File: config.mk
export PLATFORM = sky130hd
export DESIGN_NAME = vga_timing_gen
export DESIGN_NICKNAME = d
export VERILOG_FILES = /design/src/rtl/vga_pkg.sv /design/src/rtl/vga_delay_line.sv /design/src/rtl/vga_timing_gen.sv
export SDC_FILE = /design/constraint.sdc
export NUM_CORES = 1
export LEC_CHECK = 0
export ABC_CLOCK_PERIOD_IN_PS = 3800
export CORE_ASPECT_RATIO = 0.75
export CORE_MARGIN = 2
export CORE_UTILIZATION = 45
export CTS_CLUSTER_DIAMETER = 150
export DETAILED_ROUTE_END_ITERATION = 8
export GPL_TIMING_DRIVEN = 0
export HOLD_SLACK_MARGIN = 0.15
export MAX_ROUTING_LAYER = met4
export PLACE_DENSITY_LB_ADDON = 0.15
export SLEW_MARGIN = 10
export SYNTH_ARGS = -nofsm -noshare
export SYNTH_HDL_FRONTEND = slang
export SYNTH_SLANG_ARGS = --single-unit
File: constraint.sdc
create_clock -name clk -period 3.8 [get_ports clk]
set_clock_uncertainty 0.1 [all_clocks]
set_input_delay 0.95 -clock clk [delete_from_list [all_inputs] [get_ports clk]]
set_output_delay 0.95 -clock clk [all_outputs]
set_load 0.01 [all_outputs]
File: src/rtl/vga_pkg.sv
// ============================================================================
// Module   : vga_pkg
// Purpose  : Video mode descriptor, stock mode constants and total helpers.
// Revision : 1.0 - initial release
// ============================================================================
`default_nettype none

package vga_pkg;

  typedef struct packed {
    logic [15:0] h_active;
    logic [15:0] h_fp;
    logic [15:0] h_sync;
    logic [15:0] h_bp;
    logic [15:0] v_active;
    logic [15:0] v_fp;
    logic [15:0] v_sync;
    logic [15:0] v_bp;
    logic        hs_pol;
    logic        vs_pol;
  } vga_mode_t;

  localparam vga_mode_t VGA_640X480_60 = '{
    16'd640, 16'd16, 16'd96, 16'd48,
    16'd480, 16'd10, 16'd2,  16'd33,
    1'b0, 1'b0
  };

  localparam vga_mode_t SVGA_800X600_60 = '{
    16'd800, 16'd40, 16'd128, 16'd88,
    16'd600, 16'd1,  16'd4,   16'd23,
    1'b1, 1'b1
  };

  function automatic int h_total(input vga_mode_t m);
    return int'(m.h_active) + int'(m.h_fp) + int'(m.h_sync) + int'(m.h_bp);
  endfunction

  function automatic int v_total(input vga_mode_t m);
    return int'(m.v_active) + int'(m.v_fp) + int'(m.v_sync) + int'(m.v_bp);
  endfunction

endpackage

`default_nettype wire

File: src/rtl/vga_delay_line.sv
// ============================================================================
// Module   : vga_delay_line
// Purpose  : Clock-enable gated shift register; DEPTH = 0 is a wire.
// Revision : 1.0 - initial release
// ============================================================================
`default_nettype none

module vga_delay_line
  import vga_pkg::*;
#(
  parameter int DEPTH = 2,
  parameter int W     = 3
) (
  input  logic         clk_i,
  input  logic         reset_i,
  input  logic         ce_i,
  input  logic [W-1:0] d_i,
  output logic [W-1:0] q_o
);

  generate
    if (DEPTH == 0) begin : g_bypass
      logic unused_w;
      assign unused_w = ^{clk_i, reset_i, ce_i};
      assign q_o      = d_i;
    end else begin : g_shift
      logic [W-1:0] stage_q [DEPTH];

      // Stages reset to all-zero, which is the "flag not asserted" state.
      always_ff @(posedge clk_i) begin
        if (reset_i) begin
          for (int i = 0; i < DEPTH; i++) begin
            stage_q[i] <= '0;
          end
        end else if (ce_i) begin
          stage_q[0] <= d_i;
          for (int i = 1; i < DEPTH; i++) begin
            stage_q[i] <= stage_q[i-1];
          end
        end
      end

      assign q_o = stage_q[DEPTH-1];
    end
  endgenerate

endmodule

`default_nettype wire

File: src/rtl/vga_timing_gen.sv
// ============================================================================
// Module   : vga_timing_gen
// Purpose  : Parametrised VGA sync/active/coordinate generator with a
//            configurable coordinate lead over the sync and active outputs.
// Revision : 1.0 - initial release
// ============================================================================
`default_nettype none

module vga_timing_gen
  import vga_pkg::*;
#(
  parameter int   CLK_DIV  = 2,
  parameter int   H_ACTIVE = int'(VGA_640X480_60.h_active),
  parameter int   H_FP     = int'(VGA_640X480_60.h_fp),
  parameter int   H_SYNC   = int'(VGA_640X480_60.h_sync),
  parameter int   H_BP     = int'(VGA_640X480_60.h_bp),
  parameter int   V_ACTIVE = int'(VGA_640X480_60.v_active),
  parameter int   V_FP     = int'(VGA_640X480_60.v_fp),
  parameter int   V_SYNC   = int'(VGA_640X480_60.v_sync),
  parameter int   V_BP     = int'(VGA_640X480_60.v_bp),
  parameter logic HS_POL   = VGA_640X480_60.hs_pol,
  parameter logic VS_POL   = VGA_640X480_60.vs_pol,
  parameter int   LEAD     = 2,
  parameter int   XW       = 10,
  parameter int   YW       = 10
) (
  input  logic          clk,
  input  logic          reset,
  input  logic          enable,
  output logic          pix_ce,
  output logic          hs,
  output logic          vs,
  output logic          active,
  output logic [XW-1:0] draw_x,
  output logic [YW-1:0] draw_y,
  output logic          line_start,
  output logic          frame_start,
  output logic [15:0]   frame_count
);

  localparam vga_mode_t MODE = '{
    16'(H_ACTIVE), 16'(H_FP), 16'(H_SYNC), 16'(H_BP),
    16'(V_ACTIVE), 16'(V_FP), 16'(V_SYNC), 16'(V_BP),
    HS_POL, VS_POL
  };
  localparam int H_TOTAL = h_total(MODE);
  localparam int V_TOTAL = v_total(MODE);
  localparam int DW      = (CLK_DIV > 1) ? $clog2(CLK_DIV) : 1;

  generate
    if ((2 ** XW) < H_TOTAL || (2 ** YW) < V_TOTAL) begin : g_bad_width
      $error("vga_timing_gen: XW/YW too narrow for H_TOTAL/V_TOTAL");
    end
    if (CLK_DIV < 1 || LEAD < 0 || LEAD > 7) begin : g_bad_param
      $error("vga_timing_gen: CLK_DIV must be >= 1 and LEAD within 0..7");
    end
  endgenerate

  logic [DW-1:0] div_q, div_d;
  logic [XW-1:0] x_q, x_d;
  logic [YW-1:0] y_q, y_d;
  logic [15:0]   frame_count_q, frame_count_d;
  logic          line_start_q, line_start_d;
  logic          frame_start_q, frame_start_d;
  logic          hs_q, hs_d;
  logic          vs_q, vs_d;
  logic          active_q, active_d;

  logic          w_pix_ce;
  logic          w_x_end;
  logic          w_y_end;
  logic          w_line_wrap;
  logic          w_frame_wrap;
  logic [2:0]    w_raw;
  logic [2:0]    w_del;

  // Reset also masks the tick so CLK_DIV = 1 does not pulse during reset.
  assign w_pix_ce     = enable & ~reset & (int'(div_q) == CLK_DIV - 1);
  assign w_x_end      = (int'(x_q) == H_TOTAL - 1);
  assign w_y_end      = (int'(y_q) == V_TOTAL - 1);
  assign w_line_wrap  = w_pix_ce & w_x_end;
  assign w_frame_wrap = w_line_wrap & w_y_end;

  // Raw flags, ordered {hsync, vsync, active}, taken from the fetch position.
  assign w_raw[2] = (int'(x_q) >= H_ACTIVE + H_FP) &&
                    (int'(x_q) <  H_ACTIVE + H_FP + H_SYNC);
  assign w_raw[1] = (int'(y_q) >= V_ACTIVE + V_FP) &&
                    (int'(y_q) <  V_ACTIVE + V_FP + V_SYNC);
  assign w_raw[0] = (int'(x_q) < H_ACTIVE) && (int'(y_q) < V_ACTIVE);

  vga_delay_line #(
    .DEPTH (LEAD),
    .W     (3)
  ) u_delay (
    .clk_i   (clk),
    .reset_i (reset),
    .ce_i    (w_pix_ce),
    .d_i     (w_raw),
    .q_o     (w_del)
  );

  always_comb begin
    div_d         = div_q;
    x_d           = x_q;
    y_d           = y_q;
    frame_count_d = frame_count_q;
    hs_d          = hs_q;
    vs_d          = vs_q;
    active_d      = active_q;
    line_start_d  = w_line_wrap;
    frame_start_d = w_frame_wrap;

    if (enable) begin
      div_d    = (int'(div_q) == CLK_DIV - 1) ? '0 : div_q + DW'(1);
      hs_d     = w_del[2] ^ ~HS_POL;
      vs_d     = w_del[1] ^ ~VS_POL;
      active_d = w_del[0];
    end

    if (w_pix_ce) begin
      if (w_x_end) begin
        x_d = '0;
        y_d = w_y_end ? '0 : y_q + YW'(1);
      end else begin
        x_d = x_q + XW'(1);
      end
    end

    if (w_frame_wrap) begin
      frame_count_d = frame_count_q + 16'd1;
    end
  end

  always_ff @(posedge clk) begin
    if (reset) begin
      div_q         <= '0;
      x_q           <= '0;
      y_q           <= '0;
      frame_count_q <= '0;
      line_start_q  <= 1'b0;
      frame_start_q <= 1'b0;
      hs_q          <= ~HS_POL;
      vs_q          <= ~VS_POL;
      active_q      <= 1'b0;
    end else begin
      div_q         <= div_d;
      x_q           <= x_d;
      y_q           <= y_d;
      frame_count_q <= frame_count_d;
      line_start_q  <= line_start_d;
      frame_start_q <= frame_start_d;
      hs_q          <= hs_d;
      vs_q          <= vs_d;
      active_q      <= active_d;
    end
  end

  assign pix_ce      = w_pix_ce;
  assign hs          = hs_q;
  assign vs          = vs_q;
  assign active      = active_q;
  assign draw_x      = x_q;
  assign draw_y      = y_q;
  assign line_start  = line_start_q;
  assign frame_start = frame_start_q;
  assign frame_count = frame_count_q;

endmodule

`default_nettype wire

==> out/qor.yml, run 1 <==
holdBufCountCts: 0
vias: 2146
io_buffers: 44
die_width_um: 87.3
drc: 0
path_cells: "clkdlybuf4s50_1 -> buf_6 -> nand3b_1 -> clkbuf_4 -> inv_2 -> clkdlybuf4s50_1"
fp-row-count: 22
finalSetupViolations: 0
cellPowerDensity_mw_per_mm2: 318
htreeDepth: 2
synth-edff-count: 6
clk_pin_slew_ns: 0.10
worstPathRequired_ns: 2.75
cpLargestDelayFamily: "buffers and inverters"
post_cts_buffers: 0
ir_drop_v: 0.000167
slew_headroom: 0.491
grt_max_degree: 17
dieArea_mm2: 0.00581
worstHoldPathCells: 2
gp_congestion: 0.868
ys_types: 42
tightest_slew_ns: 0.758
stdcell_area_mm2: 0.00298
final_util: 0.602
ys_warn_count: 0
firstDrtPassIters: 4
cp_slowest_stage_delay_ns: 0.55
synth-main-ff-cell: "dfxtp_1"
dp_hpwl_um: 3920
arrival_ns: 2.65
place_ws_ns: -0.143
fin_ws_ns: 0.102
slew_violations: 0
max_cap_violations: 0
viasPerCell: 5.72
dr.first_iter.drc_count: 110
cp-start-kind: "input pin"
nNetsFinal: 323
initial_utilization: 0.473
core_area_mm2: 0.00495
placed_area_mm2: 0.00286
wl_per_cell_um: 14.5
grt-ovfl-total: 0
wl_um: 5450
crit_fanout: 10
antenna_cells: 0
crit_cells: 6
setup.worst_path.class: "input pin to output port"
clk_path_buf_depth: 2
ys_seq_area_frac: 0.436
cts_inserted_buffers: 5
ys_async_sr_fraction: 0
ctsRootBufferMaster: "clkbuf_8"
rsz0062_at_grt: "no"
syn_inst: 263
cp_common_cell: "clkdlybuf4s50_1"
min_path_type: "flop to flop"
syn2layout_area_growth_pct: 27.3
grt_pass1_vias: 1769
numClockSinks: 48
layout_common_cells: "clkdlybuf4s50_1, dfxtp_1, a21oi_1"
power_leakage_nw: 0.928
cp-end-kind: "output port"
fin_crit_sh: 0.973
crit_buf_inv: 5
clock.fmax_mhz: 270
syn_avg_cell_area_um2: 8.91
syn_nets: 272
power_mw: 0.948
insertion_delay_ns: 0.31
track_usage: 0.197
reg2reg_depth: 8
crit_slowest_cell: "clkdlybuf4s50_1"
grt_pass1_wl_um: 8630
antenna_left: 0
netlist_area_mm2: 0.00234
pin_count: 45
mostFrequentLayoutCell: "clkdlybuf4s50_1"
antenna_found_initial: 0
outcome: "completed"
tns_ns: 0
layout-drive-gt1-share: 0.0603
die_y_um: 66.5
hold_viol: 0
ys_seq_elements: 48
fin_crit_ns: 3.70
tritoncts: "yes"
-- state kept, by name, indices dropped and copies added (netlist names) --
register and flops:
hs 1, frame_start 1, u_delay.g_shift.stage_q 6, line_start 1, draw_x 10, div_q 1, frame_count 16, vs 1
active 1, draw_y 10
-- power by group --
group	total, mW	switching, mW	internal (mW)	leakage (nW)
Clock	0.387	0.188	0.199	0.0548
Sequential	0.523	0.00301	0.520	0.402
Combinational	0.0380	0.0228	0.0152	0.472
Total	0.948	0.214	0.734	0.928
-- per-layer routing --
layer | routed length, µm | share of wire | track usage | vias to the layer above
met5 | 0 | 0 | - | -
met4 | 51 | 0.0094 | 0.0577 | 0
met3 | 286 | 0.052 | 0.0372 | 5
met2 | 2270 | 0.42 | 0.270 | 55
met1 | 2840 | 0.52 | 0.295 | 1009
li1 | - | - | - | 1077
-- synth_stat cells, drive strengths merged, types with 7 or more instances --
master / n / area, µm²
nand4: 10 / 62.6
a21oi: 24 / 120
o31ai: 14 / 105
inv: 11 / 41.3
o21ai: 11 / 55.1
clkbuf: 8 / 30.0
dfxtp: 42 / 841
nor2: 14 / 52.6
or4: 17 / 131
xnor2: 7 / 61.3
nand2: 20 / 75.1
nand3: 12 / 60.1
-- tightest hold or removal path, stage by stage, from the launching register on --
cell,delay [ns]
dfxtp_1,0.33
o21ai_0,0.07
nand2b_1,0.06
-- per-stage QoR --
stage / instances / hold slack, ns
after global placement: 367 / 0.361
after CTS: 375 / 0.390
after global routing: 375 / 0.411
after detailed placement: 367 / 0.363
after floorplan: 263 / 0.356
final: 375 / 0.385
-- cell type report --
cell class                 instances  area (µm²)
buffer                            14        88.8
clock buffer                       5        68.8
clock inverter                     3        46.3
fill                             454        1970
inverter                          11        41.3
multi-input combinational        190        1200
sequential                        48        1020
tap                               60        75.1
timing repair buffer              44         440
-- timing repair --
item,in CTS,in global routing
gates cloned,0,0
hold endpoints to repair,0,0
resized for setup,3,3
endpoints found under the setup margin,1,1
-- kinds of logic (layout without fill, tap and decap cells) --
group / count (synthesis) / after routing / synth area share
AO/OA/AOI/OAI: 54 / 54 / 0.136
flip-flops: 48 / 48 / 0.436
multiplexers: 3 / 3 / 0.0133
adder cells (fa/ha/maj): 6 / 6 / 0.0320
XOR/XNOR: 10 / 10 / 0.0374
AND/OR/NAND/NOR: 117 / 117 / 0.294
buffers and inverters: 25 / 77 / 0.0513
-- worst paths after layout --
path	end	slack [ns]	from
setup / recovery	pix_ce	0.10	enable
hold / removal	vs$_SDFFE_PP1P_	0.39	vs$_SDFFE_PP1P_
setup reg to reg	frame_count[3]$_SDFFE_PP0P_	1.04	draw_x[0]$_SDFFE_PP0N_
hold reg to reg	vs$_SDFFE_PP1P_	0.39	vs$_SDFFE_PP1P_
No activity file was read; power rests on OpenSTA's default activity.
==> inputs of run 2 (changes only) <==
Settings changed: PLACE_DENSITY from default to 0.71, PLACE_DENSITY_LB_ADDON 0.15 to default, REMOVE_ABC_BUFFERS from default to 1.
==> out/qor.yml, run 2 (same netlist as run 1, synthesis figures left out) <==
htreeDepth: 2  # unchanged
antenna_found_initial: 0  # unchanged
reg2reg_depth: 6  # -2
largest_reg_flops: 16  # unchanged
slew_headroom: 0.414  # -0.0770
place_ws_ns: -0.827  # -0.683 ns
min_path_type: "flop to flop"
power.share.clock: 0.388  # -0.020
intPower_mw: 0.705  # -3.9%
wl_um: 5220  # -4.3%
p_sw_mw: 0.207  # -3.4%
max_cap_violations: 0  # unchanged
drc: 0  # unchanged
grt_pass1_vias: 1864  # +5.4%
tritoncts: "yes"
fin_crit_sh: 0.958  # -0.0155
hp-start: "vs$_SDFFE_PP1P_"
syn2layout_area_growth_pct: 23.8
die_width_um: 87.3  # unchanged
outcome: "completed"
cts_inserted_buffers: 5  # unchanged
grt_max_degree: 36  # +19
numClockSinks: 48  # unchanged
rsz0062_at_grt: "no"
nNetsFinal: 310  # -4.0%
setup.worst_path.class: "input pin to output port"
core_area_mm2: 0.00495  # unchanged
dieArea_mm2: 0.00581  # unchanged
finalSetupViolations: 0  # unchanged
gp_congestion: 0.794  # -8.5%
vias: 2078  # -3.2%
die_y_um: 66.5  # unchanged
fin_ws_ns: 0.161  # +0.0590 ns
hold_slack_ns: 0.387  # +0.00184 ns
layout-drive-gt1-share: 0.0430  # -0.0173
dp_hpwl_um: 3590  # -8.3%
tightest_slew_ns: 0.868  # +0.110 ns
dr.first_iter.drc_count: 102  # -7.3%
n_fill_cell: 438  # -3.5%
firstDrtPassIters: 4  # unchanged
pwr-share-seq: 0.576  # +0.024
grt_pass1_wl_um: 8670  # +0.56%
fin_crit_ns: 3.64  # -0.0590 ns
antenna_left: 0  # unchanged
insertion_delay_ns: 0.31  # about the same
ir_drop_v: 0.000164  # -1.6%
antenna_cells: 0  # unchanged
holdBufCountCts: 0  # unchanged
switching_share: 0.227  # +0.000920
worstPathRequired_ns: 2.75  # about the same
grt-ovfl-total: 0  # unchanged
slew_violations: 0  # unchanged
hold_viol: 0  # unchanged
fp-row-count: 22  # unchanged
layoutNonFillerInstCount: 362  # -3.5%
min_to: "vs$_SDFFE_PP1P_"
clk_path_buf_depth: 2  # unchanged
clk_pin_slew_ns: 0.10  # about the same
power_mw: 0.912  # -3.8%
wl_per_cell_um: 14.4  # -0.86%
cellPowerDensity_mw_per_mm2: 314  # -1.1%
cpLargestDelayFamily: "buffers and inverters"
path_cells: "clkdlybuf4s15_2 -> nand3b_1 -> inv_1 -> clkdlybuf4s50_1"
initial_utilization: 0.473  # unchanged
cp-start-kind: "input pin"
r2r_setup_slack_ns: 0.90  # -0.14 ns
dp_cells: 353  # -3.8%
ctsRootBufferMaster: "clkbuf_8"
arrival_ns: 2.59  # -0.06 ns
crit_buf_inv: 3  # -2
crit_fanout: 33  # +23
crit_slowest_cell: "clkdlybuf4s50_1"
pin_count: 45  # unchanged
track_usage: 0.193  # -0.00477
power_leakage_nw: 0.899  # -3.2%
io_buffers: 44  # unchanged
worstHoldPathCells: 2  # unchanged
power_frac_comb: 0.036  # -0.004
timing.rr.end: "frame_count[15]$_SDFFE_PP0P_"
cp-end-kind: "output port"
cp_slowest_stage_delay_ns: 0.60  # +0.05 ns
layout_common_cells: "dfxtp_1, clkdlybuf4s50_1, a21oi_1"
rr_startpoint: "draw_y[0]$_SDFFE_PP0P_"
viasPerCell: 5.74  # +0.31%
clock.fmax_mhz: 275  # +1.6%
[run 2: cell types whose count changed in the layout (fill, tap and decap cells not counted), sizes merged]
| cell | change |
|---|---|
| clkdlybuf4s50 | -2 |
| clkbuf | -7 |
| bufinv | -1 |
| clkdlybuf4s15 | +1 |
| dlymetal6s2s | +1 |
| buf | -5 |
[run 2: worst reg2reg max path: cells and delay by family (launching register included)]
family,cells,cell delay (ns)
buf+inv,1,0.11
fa+ha+maj,1,0.16
flops,1,0.38
compound gates,1,0.15
simple gates,3,1.94
[run 2: metal layers]
layer | track usage | part of all wire | up-vias
li1 | - | - | 1049
met1 | 0.273 | 0.52 | 969
met2 | 0.280 | 0.44 | 52
met3 | 0.0335 | 0.034 | 8
met4 | 0.0615 | 0.010 | 0
met5 | - | 0 | -
[run 2: power by group through the flow]
stage	Clock (mW)	Sequential, mW	Combinational, mW
final	0.354	0.526	0.0327
after global routing	0.384	0.527	0.0361
after CTS	0.367	0.526	0.0329
after detailed placement	0	0.537	0.0324
after global placement	0	0.537	0.0315
after floorplan	0	0.537	0.0133
[run 2: cell type report]
class | instances | area (µm²) | area share
clock buffer | 6 | 93.8 | 0.0323
multi-input combinational | 190 | 1200 | 0.414
tap | 60 | 75.1 | 0.0259
sequential | 48 | 1020 | 0.352
timing repair buffer | 45 | 452 | 0.156
clock inverter | 2 | 16.3 | 0.00561
inverter | 11 | 41.3 | 0.0142
[run 2: what timing repair did]
action	in CTS	in global routing
pin swaps	1	0
setup buffers	1	0
gates resized for setup	3	1
endpoints found under the setup margin	2	1
[run 2: worst max-delay path by stage]
stage                                   to    from  slack (ns)  cells after the start
floorplan           draw_y[3]$_SDFFE_PP0P_   reset        1.19                      4
global placement                    pix_ce   reset       -0.81                      4
detailed placement                  pix_ce   reset       -0.83                      4
CTS                                 pix_ce  enable        0.09                      4
global route                        pix_ce   reset        0.09                      4
finish                              pix_ce   reset        0.16                      4
[run 2: metrics by stage]
stage | utilization | setup TNS [ns] | cell area [µm²]
after detailed placement | 0.561 | -4.85 | 2780
after CTS | 0.585 | 0 | 2900
final | 0.586 | 0 | 2900
after floorplan | - | 0 | 2260
after global placement | 0.561 | -4.02 | 2780
after global routing | 0.586 | 0 | 2900
